==> config.mk <==
export PLATFORM = sky130hd
export DESIGN_NAME = hazard_fwd_ctrl
export DESIGN_NICKNAME = d
export VERILOG_FILES = /design/src/rtl/hazard_fwd_ctrl.sv
export SDC_FILE = /design/constraint.sdc
export NUM_CORES = 1
export LEC_CHECK = 0
export ABC_AREA = 1
export CORE_AREA = 5 5 180 182
export CTS_CLUSTER_SIZE = 8
export DETAILED_ROUTE_END_ITERATION = 8
export DIE_AREA = 0 0 185 187
export GPL_TIMING_DRIVEN = 1
export PLACE_DENSITY = 0.57
export SYNTH_ARGS = -nofsm -noshare
export SYNTH_HDL_FRONTEND = slang
export SYNTH_SLANG_ARGS = --single-unit
==> constraint.sdc <==
create_clock -name clk -period 2.2 [get_ports clk]
set_input_delay 0.44 -clock clk [delete_from_list [all_inputs] [get_ports clk]]
set_output_delay 0.44 -clock clk [all_outputs]
set_load 0.01 [all_outputs]
==> src/rtl/hazard_fwd_ctrl.sv <==
// Hazard detection and operand forwarding for the 5-stage MIPS pipeline, plus mult/div busy tracking.
// Define HAZARD_STALL_CNT_EN to add the stall_cnt / md_stall_cnt performance counters.
module hazard_fwd_ctrl #(
  parameter int unsigned MULT_CYCLES = 5,
  parameter int unsigned DIV_CYCLES  = 10,
  parameter int unsigned CNT_W       = 4
) (
  input  logic        clk,
  input  logic        reset,
  input  logic [4:0]  rs_D,
  input  logic [4:0]  rt_D,
  input  logic [1:0]  tuse_rs_D,
  input  logic [1:0]  tuse_rt_D,
  input  logic [31:0] rd1_D,
  input  logic [31:0] rd2_D,
  input  logic [4:0]  rs_E,
  input  logic [4:0]  rt_E,
  input  logic [31:0] rs_val_E,
  input  logic [31:0] rt_val_E,
  input  logic [4:0]  rt_M,
  input  logic [31:0] rt_val_M,
  input  logic [4:0]  A3_FWD_E,
  input  logic [1:0]  Tnew_FWD_E,
  input  logic [31:0] WD_FWD_E,
  input  logic [4:0]  A3_FWD_M,
  input  logic [1:0]  Tnew_FWD_M,
  input  logic [31:0] WD_FWD_M,
  input  logic [4:0]  A3_FWD_W,
  input  logic [31:0] WD_FWD_W,
  input  logic        md_start_E,
  input  logic        md_is_div_E,
  input  logic        md_use_D,
  output logic [31:0] fwd_rs_D,
  output logic [31:0] fwd_rt_D,
  output logic [31:0] fwd_rs_E,
  output logic [31:0] fwd_rt_E,
  output logic [31:0] fwd_rt_M,
  output logic        stall,
  output logic        en_PC,
  output logic        en_D,
  output logic        clr_E,
  output logic        md_busy
`ifdef HAZARD_STALL_CNT_EN
  ,
  output logic [31:0] stall_cnt,
  output logic [31:0] md_stall_cnt
`endif
);

  localparam logic [CNT_W-1:0] MultLoad = CNT_W'(MULT_CYCLES);
  localparam logic [CNT_W-1:0] DivLoad  = CNT_W'(DIV_CYCLES);

  // Youngest ready producer wins; the use_* flags restrict which stages a consumer may see.
  function automatic logic [31:0] pick(
    input logic [4:0]  r,
    input logic [31:0] orig,
    input logic        use_e,
    input logic        use_m,
    input logic [4:0]  a3_e,
    input logic [1:0]  tnew_e,
    input logic [31:0] wd_e,
    input logic [4:0]  a3_m,
    input logic [1:0]  tnew_m,
    input logic [31:0] wd_m,
    input logic [4:0]  a3_w,
    input logic [31:0] wd_w
  );
    logic [31:0] v;
    v = orig;
    if (r != 5'd0) begin
      if (use_e && a3_e == r && tnew_e == 2'd0) begin
        v = wd_e;
      end else if (use_m && a3_m == r && tnew_m == 2'd0) begin
        v = wd_m;
      end else if (a3_w == r) begin
        v = wd_w;
      end
    end
    return v;
  endfunction

  function automatic logic hazard(
    input logic [4:0] r,
    input logic [1:0] tuse,
    input logic [4:0] a3_e,
    input logic [1:0] tnew_e,
    input logic [4:0] a3_m,
    input logic [1:0] tnew_m
  );
    logic h;
    h = 1'b0;
    if (r != 5'd0 && tuse != 2'd3) begin
      h = (a3_e == r && tnew_e > tuse) || (a3_m == r && tnew_m > tuse);
    end
    return h;
  endfunction

  logic [CNT_W-1:0] cnt_q, cnt_d;
  logic             busy_raw;
  logic             data_stall;
  logic             md_stall_raw;

  always_comb begin
    fwd_rs_D = pick(rs_D, rd1_D, 1'b1, 1'b1, A3_FWD_E, Tnew_FWD_E, WD_FWD_E,
                    A3_FWD_M, Tnew_FWD_M, WD_FWD_M, A3_FWD_W, WD_FWD_W);
    fwd_rt_D = pick(rt_D, rd2_D, 1'b1, 1'b1, A3_FWD_E, Tnew_FWD_E, WD_FWD_E,
                    A3_FWD_M, Tnew_FWD_M, WD_FWD_M, A3_FWD_W, WD_FWD_W);
    fwd_rs_E = pick(rs_E, rs_val_E, 1'b0, 1'b1, A3_FWD_E, Tnew_FWD_E, WD_FWD_E,
                    A3_FWD_M, Tnew_FWD_M, WD_FWD_M, A3_FWD_W, WD_FWD_W);
    fwd_rt_E = pick(rt_E, rt_val_E, 1'b0, 1'b1, A3_FWD_E, Tnew_FWD_E, WD_FWD_E,
                    A3_FWD_M, Tnew_FWD_M, WD_FWD_M, A3_FWD_W, WD_FWD_W);
    fwd_rt_M = pick(rt_M, rt_val_M, 1'b0, 1'b0, A3_FWD_E, Tnew_FWD_E, WD_FWD_E,
                    A3_FWD_M, Tnew_FWD_M, WD_FWD_M, A3_FWD_W, WD_FWD_W);
  end

  always_comb begin
    data_stall = hazard(rs_D, tuse_rs_D, A3_FWD_E, Tnew_FWD_E, A3_FWD_M, Tnew_FWD_M) |
                 hazard(rt_D, tuse_rt_D, A3_FWD_E, Tnew_FWD_E, A3_FWD_M, Tnew_FWD_M);
    busy_raw     = (cnt_q != '0);
    md_stall_raw = md_use_D & (md_start_E | busy_raw);
    // Reset overrides the stall path so the front end keeps fetching while the counter clears.
    stall   = ~reset & (data_stall | md_stall_raw);
    md_busy = ~reset & busy_raw;
    en_PC   = ~stall;
    en_D    = ~stall;
    clr_E   = stall;
  end

  always_comb begin
    cnt_d = cnt_q;
    if (md_start_E) begin
      cnt_d = md_is_div_E ? DivLoad : MultLoad;
    end else if (cnt_q != '0) begin
      cnt_d = cnt_q - 1'b1;
    end
  end

  always_ff @(posedge clk) begin
    if (reset) begin
      cnt_q <= '0;
    end else begin
      cnt_q <= cnt_d;
    end
  end

`ifdef HAZARD_STALL_CNT_EN
  logic [31:0] stall_cnt_q, stall_cnt_d;
  logic [31:0] md_stall_cnt_q, md_stall_cnt_d;

  always_comb begin
    stall_cnt_d    = stall_cnt_q + {31'd0, stall};
    md_stall_cnt_d = md_stall_cnt_q + {31'd0, md_stall_raw};
  end

  always_ff @(posedge clk) begin
    if (reset) begin
      stall_cnt_q    <= '0;
      md_stall_cnt_q <= '0;
    end else begin
      stall_cnt_q    <= stall_cnt_d;
      md_stall_cnt_q <= md_stall_cnt_d;
    end
  end

  assign stall_cnt    = stall_cnt_q;
  assign md_stall_cnt = md_stall_cnt_q;
`endif

endmodule

==> results.cfg <==
[floorplan]
die_h_um = 187
start_util = 0.256
die_w_um = 185
io_pins = 474
die-area_um2 = 34600
core_um2 = 30400
row_count = 64

[global_routing]
antenna_found_initial = 15
grt_pass1_vias = 14800
grt_usage = 0.343
grt_max_degree = 33
overflow = 0
grt_pass1_wl_mm = 91.2

[setup_path]
max_stage_delay_ns = 0.16
worstSetupEndpointType = output port
worstPathArrival_ns = 1.99
cp.required_ns = 1.76
regToRegStartpoint = cnt_q[0]
slowest_stage = xnor2_4
path_cells = buf_8, buf_6, xnor2_4, nand3_2, nor2_4, buf_12, buf_8, buf_8, nand3_2, nand2_1, inv_1, nand2_1, nand2_1, nand2_1, buf_6
critPathTopFamily = buffers and inverters
setup.worst_path.start = A3_FWD_M[4]
crit_type = input pin to output port
crit_top_cell = nand2_1
critical_path_buf_inv_count = 7
cp-start-kind = input pin
r2r.worst_path.cells = 6
path_max_fanout = 6
cp.depth = 15

[logic_synthesis]
netlist_instances = 1780
synthArstFlopShare = 0
synth.distinct_cells = 34
synth_area_um2 = 7790
synth_warnings = 0
yosys.area.top_type = nand2_1
ys_seq_area_frac = 0.0103
synth.avg_cell_area_um2 = 4.38
synth_edf_count = 0
synth-main-ff-cell = dfxtp_1
ys_ff_latch = 4
synth.net_count = 2099
ys_top_cells_by_area = nand2_1, inv_1, nand3_1
synth_top_cell_area_share = 0.296

[clock_tree]
clk_pin_slew_worst_paths_ns = 0.03
cts_max_path_buffers = 2
clkLatencyLatePin_ns = 0.23
numCtsBuffers = 3
hold_buffers = 0
clock_sinks = 4
cts-root-buf = clkbuf_16
cts_tree = yes
cts-htree-levels = 1

[final_layout]
final_common_cell = nand2_1
nNetsFinal = 2795
finalInstanceArea_um2 = 19500
multi_input_area_um2 = 8220
largestRegisters = cnt_q (4)
mostFrequentLayoutCells = nand2_1, inv_1, clkdlybuf4s50_1
largest-register = cnt_q
drive_gt1_frac = 0.427
nFillCells = 2789
final-seq-area_um2 = 80.1
largest_reg_flops = 4
area_delta_synth_final_pct = 151
final_cells = 2884

[hold_path]
whs_path_depth = 2
worstHoldStart = cnt_q[0]
hold_path.class = flip-flop to flip-flop

[timing]
max_slew_margin = 0.778
whs_ns = 0.480
setup-tns-final_ns = -22.31
rsz0062_at_grt = true
finClkSkew_ns = 0.00341
min_period_ns = 2.43
setup_viol = 164
finalHoldViolations = 0
report.final.slew_viol_count = 0
fin_crit_sh = 1.11
finalWorstSetupSlack_ns = -0.231
worst_pin_slew_ns = 0.333
fmax_mhz = 411

[placed_design]
port_buffers = 473
postPlaceCellArea_um2 = 14600
dpl.cell_count = 2736
gp_congestion = 0.980
dp_hpwl_mm = 44.2

[run_status]
status = finished with violations
violations = negative setup slack

[pwr]
combPwrFrac = 0.910
vdd_drop_max_uv = 578
switchingPower_w = 0.00195
total_power_w = 0.00422
seq_power_share = 0.021
p_clk_frac = 0.068
p_leak_nw = 10.2
p_sw_frac = 0.462
p_per_area_nw_per_um2 = 216
internal_power_w = 0.00227

[detailed_routing]
first_iter_violations = 1291
ant_nets = 0
dr.pass1.iters = 7
wl_per_cell_um = 22.5
wirelength_mm = 64.8
drc = 0
vias = 14800
vias_per_cell = 5.14

[flow_run]
drv_cap = 0
==> power by group through the flow <==
stage	Clock, W	Sequential [W]	Combinational, W
6_report	0.000287	0.0000904	0.00384
2_1_floorplan	0	0.0000899	0.00104
3_3_place_gp	0	0.0000914	0.00293
5_1_grt	0.000297	0.0000913	0.00405
3_5_place_dp	0	0.0000912	0.00293
4_1_cts	0.000291	0.0000903	0.00349
==> layer usage <==
layer,global-route usage,share of wire,wire (um)
met5,0,0.00039,25
met4,0.181,0.068,4380
met3,0.0632,0.098,6320
met2,0.584,0.47,30500
met1,0.406,0.36,23600
==> kinds of logic after synthesis <==
group	count (synthesis)	synth area share
flops	4	0.0103
compound gates	193	0.128
buf+inv	518	0.261
fa+ha+maj	10	0.0161
xor+xnor	26	0.0302
simple gates	1029	0.554
==> cell type report <==
class                      instances  area share
inverter                         407      0.0800
timing repair buffer             801       0.464
sequential                         4     0.00410
antenna                           14     0.00179
multi-input combinational       1259       0.421
tap                              396      0.0254
clock buffer                       3     0.00385
==> final timing paths <==
kind,slack (ns),endpoint
worst max-delay path,-0.23,fwd_rs_D[30]
worst min-delay path,0.48,cnt_q[0]
worst max register to register,0.93,cnt_q[1]
worst min register to register,0.48,cnt_q[0]
==> synth_stat cells, types with 2 or more instances <==
library cell  count
dfxtp_1           4
nor2_2            7
o22ai_1           7
a21oi_1          21
buf_6             2
nand4_1          70
ha_1             10
clkbuf_1         54
xnor2_1          12
buf_4             3
nor3_1            5
xor2_1           13
buf_2            47
nor2_1          154
o21ai_0          70
nand3_1         172
buf_1             4
a31oi_1           2
a211oi_1          2
o21a_1            2
nand2_2           2
inv_2             8
o21ai_1          86
inv_1           399
or2_1             2
nand2_1         614
==> per-stage QoR <==
stage                util  setup WS (ns)
floorplan               -          0.142
global placement    0.481          -1.17
detailed placement  0.481          -1.17
CTS                 0.592         -0.255
global route        0.642         -0.303
finish              0.642         -0.231
==> tightest hold or removal path: stages (launching register included) <==
cell	delay, ns
dfxtp_1	0.31
o21ai_0	0.09
inv_1	0.05
==> what timing repair did <==
item | in CTS | in global routing
pin swaps | 269 | 167
endpoints found under the setup margin | 164 | 164
buffers inserted | 86 | 9
resized for setup | 1492 | 393
gates cloned | 48 | 6
(Power assumes the default switching activity.)
